### src/rtl/uart_ram_pkg.sv
// rtl/uart_ram_pkg.sv - shared types and constants for the UART RAM command decoder
package uart_ram_pkg;

  typedef enum logic [3:0] {
    IDLE    = 4'd0,
    ADDR_HI = 4'd1,
    ADDR_LO = 4'd2,
    WRITE   = 4'd3,
    LEN     = 4'd4,
    RD_REQ  = 4'd5,
    RD_WAIT = 4'd6,
    RD_SEND = 4'd7,
    ERR     = 4'd8
  } state_t;

  localparam logic [7:0] CMD_WRITE = 8'h01;
  localparam logic [7:0] CMD_READ  = 8'h02;
  localparam int         LEN_W     = 9;

  function automatic logic is_cmd(input logic [7:0] b);
    return (b == CMD_WRITE) || (b == CMD_READ);
  endfunction

endpackage

### src/rtl/uart_ram_cmd.sv
// rtl/uart_ram_cmd.sv - parses UART command bytes into RAM writes and streamed RAM reads
module uart_ram_cmd
  import uart_ram_pkg::*;
#(
  parameter int ADDR_W = 10,
  parameter int DATA_W = 8
) (
  input  logic              clk,
  input  logic              rst_n,
  input  logic [7:0]        rx_data,
  input  logic              rx_valid,
  input  logic              rx_timeout,
  output logic              ram_en,
  output logic              ram_we,
  output logic [ADDR_W-1:0] ram_addr,
  output logic [DATA_W-1:0] ram_wdata,
  input  logic [DATA_W-1:0] ram_rdata,
  output logic [7:0]        tx_data,
  output logic              tx_valid,
  input  logic              tx_ready,
  output logic              busy,
  output logic              cmd_err
);

  state_t             state, state_d;
  logic               mode_rd, mode_rd_d;
  logic [ADDR_W-1:0]  addr, addr_d;
  logic [LEN_W-1:0]   count, count_d;
  logic               ram_en_d, ram_we_d;
  logic [ADDR_W-1:0]  ram_addr_d;
  logic [DATA_W-1:0]  ram_wdata_d;
  logic [7:0]         tx_data_d;
  logic               tx_valid_d;
  logic               cmd_err_d;
  logic [15:0]        addr_wide;
  logic               tx_accept;

  assign addr_wide = 16'(addr);
  assign tx_accept = tx_valid && tx_ready;
  assign busy      = (state != IDLE);

  always_ff @(posedge clk or negedge rst_n) begin
    if (!rst_n) state <= IDLE;
    else        state <= state_d;
  end

  // A timeout aborts any parse state, but a read in progress always completes.
  always_comb begin
    state_d = state;
    unique case (state)
      IDLE:    if (rx_valid) state_d = is_cmd(rx_data) ? ADDR_HI : ERR;
      ADDR_HI: if (rx_timeout) state_d = IDLE;
               else if (rx_valid) state_d = ADDR_LO;
      ADDR_LO: if (rx_timeout) state_d = IDLE;
               else if (rx_valid) state_d = mode_rd ? LEN : WRITE;
      WRITE:   if (rx_timeout) state_d = IDLE;
      LEN:     if (rx_timeout) state_d = IDLE;
               else if (rx_valid) state_d = RD_REQ;
      RD_REQ:  state_d = RD_WAIT;
      RD_WAIT: state_d = RD_SEND;
      RD_SEND: if (tx_accept) state_d = (count == LEN_W'(1)) ? IDLE : RD_REQ;
      ERR:     if (rx_timeout) state_d = IDLE;
      default: state_d = IDLE;
    endcase
  end

  always_comb begin
    mode_rd_d   = mode_rd;
    addr_d      = addr;
    count_d     = count;
    ram_en_d    = 1'b0;
    ram_we_d    = 1'b0;
    ram_addr_d  = ram_addr;
    ram_wdata_d = ram_wdata;
    tx_data_d   = tx_data;
    tx_valid_d  = tx_valid;
    cmd_err_d   = 1'b0;
    unique case (state)
      IDLE: if (rx_valid) begin
        mode_rd_d = (rx_data == CMD_READ);
        cmd_err_d = !is_cmd(rx_data);
      end
      ADDR_HI: if (rx_valid) addr_d = ADDR_W'({rx_data, addr_wide[7:0]});
      ADDR_LO: if (rx_valid) addr_d = ADDR_W'({addr_wide[15:8], rx_data});
      WRITE: if (rx_valid) begin
        ram_en_d    = 1'b1;
        ram_we_d    = 1'b1;
        ram_addr_d  = addr;
        ram_wdata_d = DATA_W'(rx_data);
        addr_d      = addr + ADDR_W'(1);
      end
      LEN: if (rx_valid) count_d = (rx_data == 8'h00) ? LEN_W'(256) : LEN_W'(rx_data);
      RD_WAIT: begin
        tx_data_d  = 8'(ram_rdata);
        tx_valid_d = 1'b1;
      end
      RD_SEND: if (tx_accept) begin
        tx_valid_d = 1'b0;
        count_d    = count - LEN_W'(1);
        addr_d     = addr + ADDR_W'(1);
      end
      default: ;
    endcase
    // The read strobe is registered so it is high exactly while in RD_REQ.
    if (state_d == RD_REQ) begin
      ram_en_d   = 1'b1;
      ram_we_d   = 1'b0;
      ram_addr_d = addr_d;
    end
  end

  always_ff @(posedge clk or negedge rst_n) begin
    if (!rst_n) begin
      mode_rd   <= 1'b0;
      addr      <= '0;
      count     <= '0;
      ram_en    <= 1'b0;
      ram_we    <= 1'b0;
      ram_addr  <= '0;
      ram_wdata <= '0;
      tx_data   <= '0;
      tx_valid  <= 1'b0;
      cmd_err   <= 1'b0;
    end else begin
      mode_rd   <= mode_rd_d;
      addr      <= addr_d;
      count     <= count_d;
      ram_en    <= ram_en_d;
      ram_we    <= ram_we_d;
      ram_addr  <= ram_addr_d;
      ram_wdata <= ram_wdata_d;
      tx_data   <= tx_data_d;
      tx_valid  <= tx_valid_d;
      cmd_err   <= cmd_err_d;
    end
  end

endmodule
### config.mk
export PLATFORM = sky130hd
export DESIGN_NAME = uart_ram_cmd
export DESIGN_NICKNAME = d
export VERILOG_FILES = /design/src/rtl/uart_ram_pkg.sv /design/src/rtl/uart_ram_cmd.sv
export SDC_FILE = /design/constraint.sdc
export NUM_CORES = 1
export LEC_CHECK = 0
export CORE_UTILIZATION = 39
export DETAILED_ROUTE_END_ITERATION = 8
export PLACE_DENSITY = 0.71
export SLEW_MARGIN = 5
export SYNTH_ARGS = -nofsm -noshare
export SYNTH_HDL_FRONTEND = slang
export SYNTH_SLANG_ARGS = --single-unit
### constraint.sdc
create_clock -name clk -period 3 [get_ports clk]
set_input_delay 0.6 -clock clk [delete_from_list [all_inputs] [get_ports clk]]
set_output_delay 0.6 -clock clk [all_outputs]
set_load 0.01 [all_outputs]
==> results of run 1 <==
==> power groups by stage <==
stage,clock network [mW],logic (mW),registers [mW]
after detailed placement,0,0.413,0.944
after floorplan,0,0.189,0.936
after CTS,0.492,0.415,0.931
final,0.479,0.416,0.936
after global placement,0,0.408,0.944
after global routing,0.518,0.453,0.951
==> registers in the layout (all words and copies together), names as in the netlist <==
signal,count
addr,10
state,4
count,9
mode_rd,1
ram_wdata,8
ram_we,1
ram_en,1
cmd_err,1
ram_addr,10
tx_valid,1
tx_data,8
==> per-stage QoR <==
stage | cells | hold slack, ns
finish | 448 | 0.407
global route | 448 | 0.484
CTS | 448 | 0.440
detailed placement | 441 | 0.464
global placement | 441 | 0.465
floorplan | 287 | 0.304
==> path summary, 6_finish.rpt <==
kind / end / slack [ns] / depth (start not counted)
hold / removal: cmd_err / 0.41 / 2
hold reg to reg: mode_rd / 0.49 / 2
setup reg to reg: ram_addr[0] / 0.58 / 6
max in group asynchronous: count[5] / 2.14 / 2
min in group clk: mode_rd / 0.49 / 2
setup / recovery: ram_addr[8] / 0.35 / 7
==> synthesized netlist by cell type (6+ instances only) <==
| library cell | instances | share of area |
|---|---|---|
| o21ai_0 | 20 | 0.035 |
| nor2_1 | 25 | 0.032 |
| nor3_1 | 8 | 0.014 |
| buf_2 | 7 | 0.012 |
| dfrtp_1 | 54 | 0.47 |
| mux2_2 | 19 | 0.074 |
| clkbuf_1 | 6 | 0.0078 |
| nand2_1 | 19 | 0.025 |
| and3_1 | 12 | 0.026 |
| a21oi_1 | 9 | 0.016 |
| nand3_1 | 9 | 0.016 |
| a221o_1 | 15 | 0.052 |
| inv_1 | 8 | 0.010 |
==> logic make-up after synthesis <==
logic type,count (synthesis),share of synthesized area
flip-flops,54,0.468
adder cells (fa/ha/maj),3,0.0130
AO/OA/AOI/OAI,79,0.200
multiplexers,20,0.0775
AND/OR/NAND/NOR,107,0.202
XOR/XNOR,1,0.00303
buffers and inverters,23,0.0368
==> final cells by class <==
class / instances / area, sq um / share of cell area
Tap cell: 99 / 124 / 0.0335
Timing Repair Buffer: 70 / 648 / 0.175
Inverter: 8 / 30.0 / 0.00813
Multi-Input combinational cell: 210 / 1430 / 0.388
Clock buffer: 5 / 68.8 / 0.0186
Sequential cell: 54 / 1350 / 0.366
Clock inverter: 2 / 38.8 / 0.0105
==> placed cells by master (no fill, tap or decap), types with 8 or more instances in the layout <==
cell type	count
nand2_1	19
dfrtp_1	54
and3_1	12
a21oi_1	9
nor3_1	8
a221o_1	15
nor2_1	25
clkdlybuf4s50_1	50
mux2_2	19
buf_4	19
nand3_1	9
o21ai_0	20
inv_1	8
==> layer usage <==
layer / track usage / up-vias / part of all wire
li1: - / 1200 / -
met1: 0.298 / 1282 / 0.46
met2: 0.327 / 123 / 0.46
met3: 0.0349 / 10 / 0.069
met4: 0.0528 / 0 / 0.013
met5: 0 / - / 0
==> metrics.txt, run 1 <==
clk_lat worst skew=0.31 ns; Avg Cell Area, Syn=10.1 sq um; worst clock skew=0.00379 ns; Syn Std Cell Area=2890 sq um; Top Ports=52; CTS clk-pin slew, worst paths=0.09 ns; hpwl dp=5.50 mm; Clock Path Buffers=2; warnings from Yosys=0; Die X-Extent=88.1 microns; Placed Area=3590 sq um; Worst Path Max Fanout=12; ys flop type=dfrtp_1; Max IR drop VDD=276 uV; measured slew at the worst slew-check pin=0.777 ns; Num CTS Buffers=5; GR Overflow Total=0; Comb power frac=0.227; TNS Setup=0 ns; fin nets=373; status=complete, no violations; routability cong.=0.925; drt via density=5.84; Final Hold Fails=0; Final Setup Violations=0; min Tclk post-route=2.65 ns; Total GRT Usage=0.208; RSZ-0062 raised after global routing=no; Setup Fix Bufs, Post-CTS=0; final slew viol count=0; Async SR Flop Fraction=1.00; Crit. End Element=flop; Diodes inserted=0; Final Cycle Share=0.883; htree depth=2; final worst slack=0.351 ns; # rows=31; CP Buf/Inv Count=2; vias in the first global route=2412; slew margin rel.=0.480; CTS sink count=54; layout cells sized above 1=0.158; Root Driver=clkbuf_8; P&R area growth vs syn=27.8%; Seq cells post-synth=54; max_cap viols=0; Initial Util=0.401; Crit Path Class=primary input to flop; Buffers on Ports=51; full die area=7760 sq um; Hold Buf Count CTS=0; routed via count=2615; crit path launch=rx_valid; Remaining DRCs=0; Worst Path Arrival=2.90 ns; switching share of power=0.291; Max stage delay cell, worst path=or3b_2; Fmax achieved=377 MHz; clock power share=0.262; detailed router's first-iteration violation count=270; crit-path cells=clkdlybuf4s50_1 -> buf_4 -> or3b_2 -> o22ai_2 -> nand2_1 -> o311ai_1 -> a221o_1; startpoint class of the critical path=primary input; Worst EP required=3.25 ns; Seq/Total Area, Yosys=0.468; sequential share of power=0.511; initial antenna violation count=0; post-synthesis cell type count=63; Post-synth EDFFs=0; area of the core=7210 sq um; worst flop-to-flop path startpoint=state[2]; die height=88.1 microns; fillcell total=690; Syn Inst Count=287; synthesized net count=311; CP delay by family, top=compound AO/OA/AOI/OAI gates; first-pass GRT wire length=12.4 mm; DR pass1 iterations=5; P_sw=0.534 mW; Power Total=1.83 mW; pin count of the biggest net entering global routing=55; CTS tree=yes; pwr/cell area=496 nW/um^2; Detailed Route WL=7.59 mm; crit-path max cell delay=0.52 ns; wire per inst=16.9 microns; Finished Cell Area=3690 sq um; Core Util, Final=0.512; # resized after CTS=0; Pint=1.30 mW; post-route ant nets=0; pre-CTS setup slack=0.0502 ns; HP Class=primary input to asynchronous set/reset pin; leakage power=1.65 nW
(Power assumes the default switching activity.)
==> run 2, diff against run 1 <==
SKIP_LAST_GASP = 1   (was unset)
==> results of run 2 <==
Final layout, timing and power as in run 1 (identical DEF).
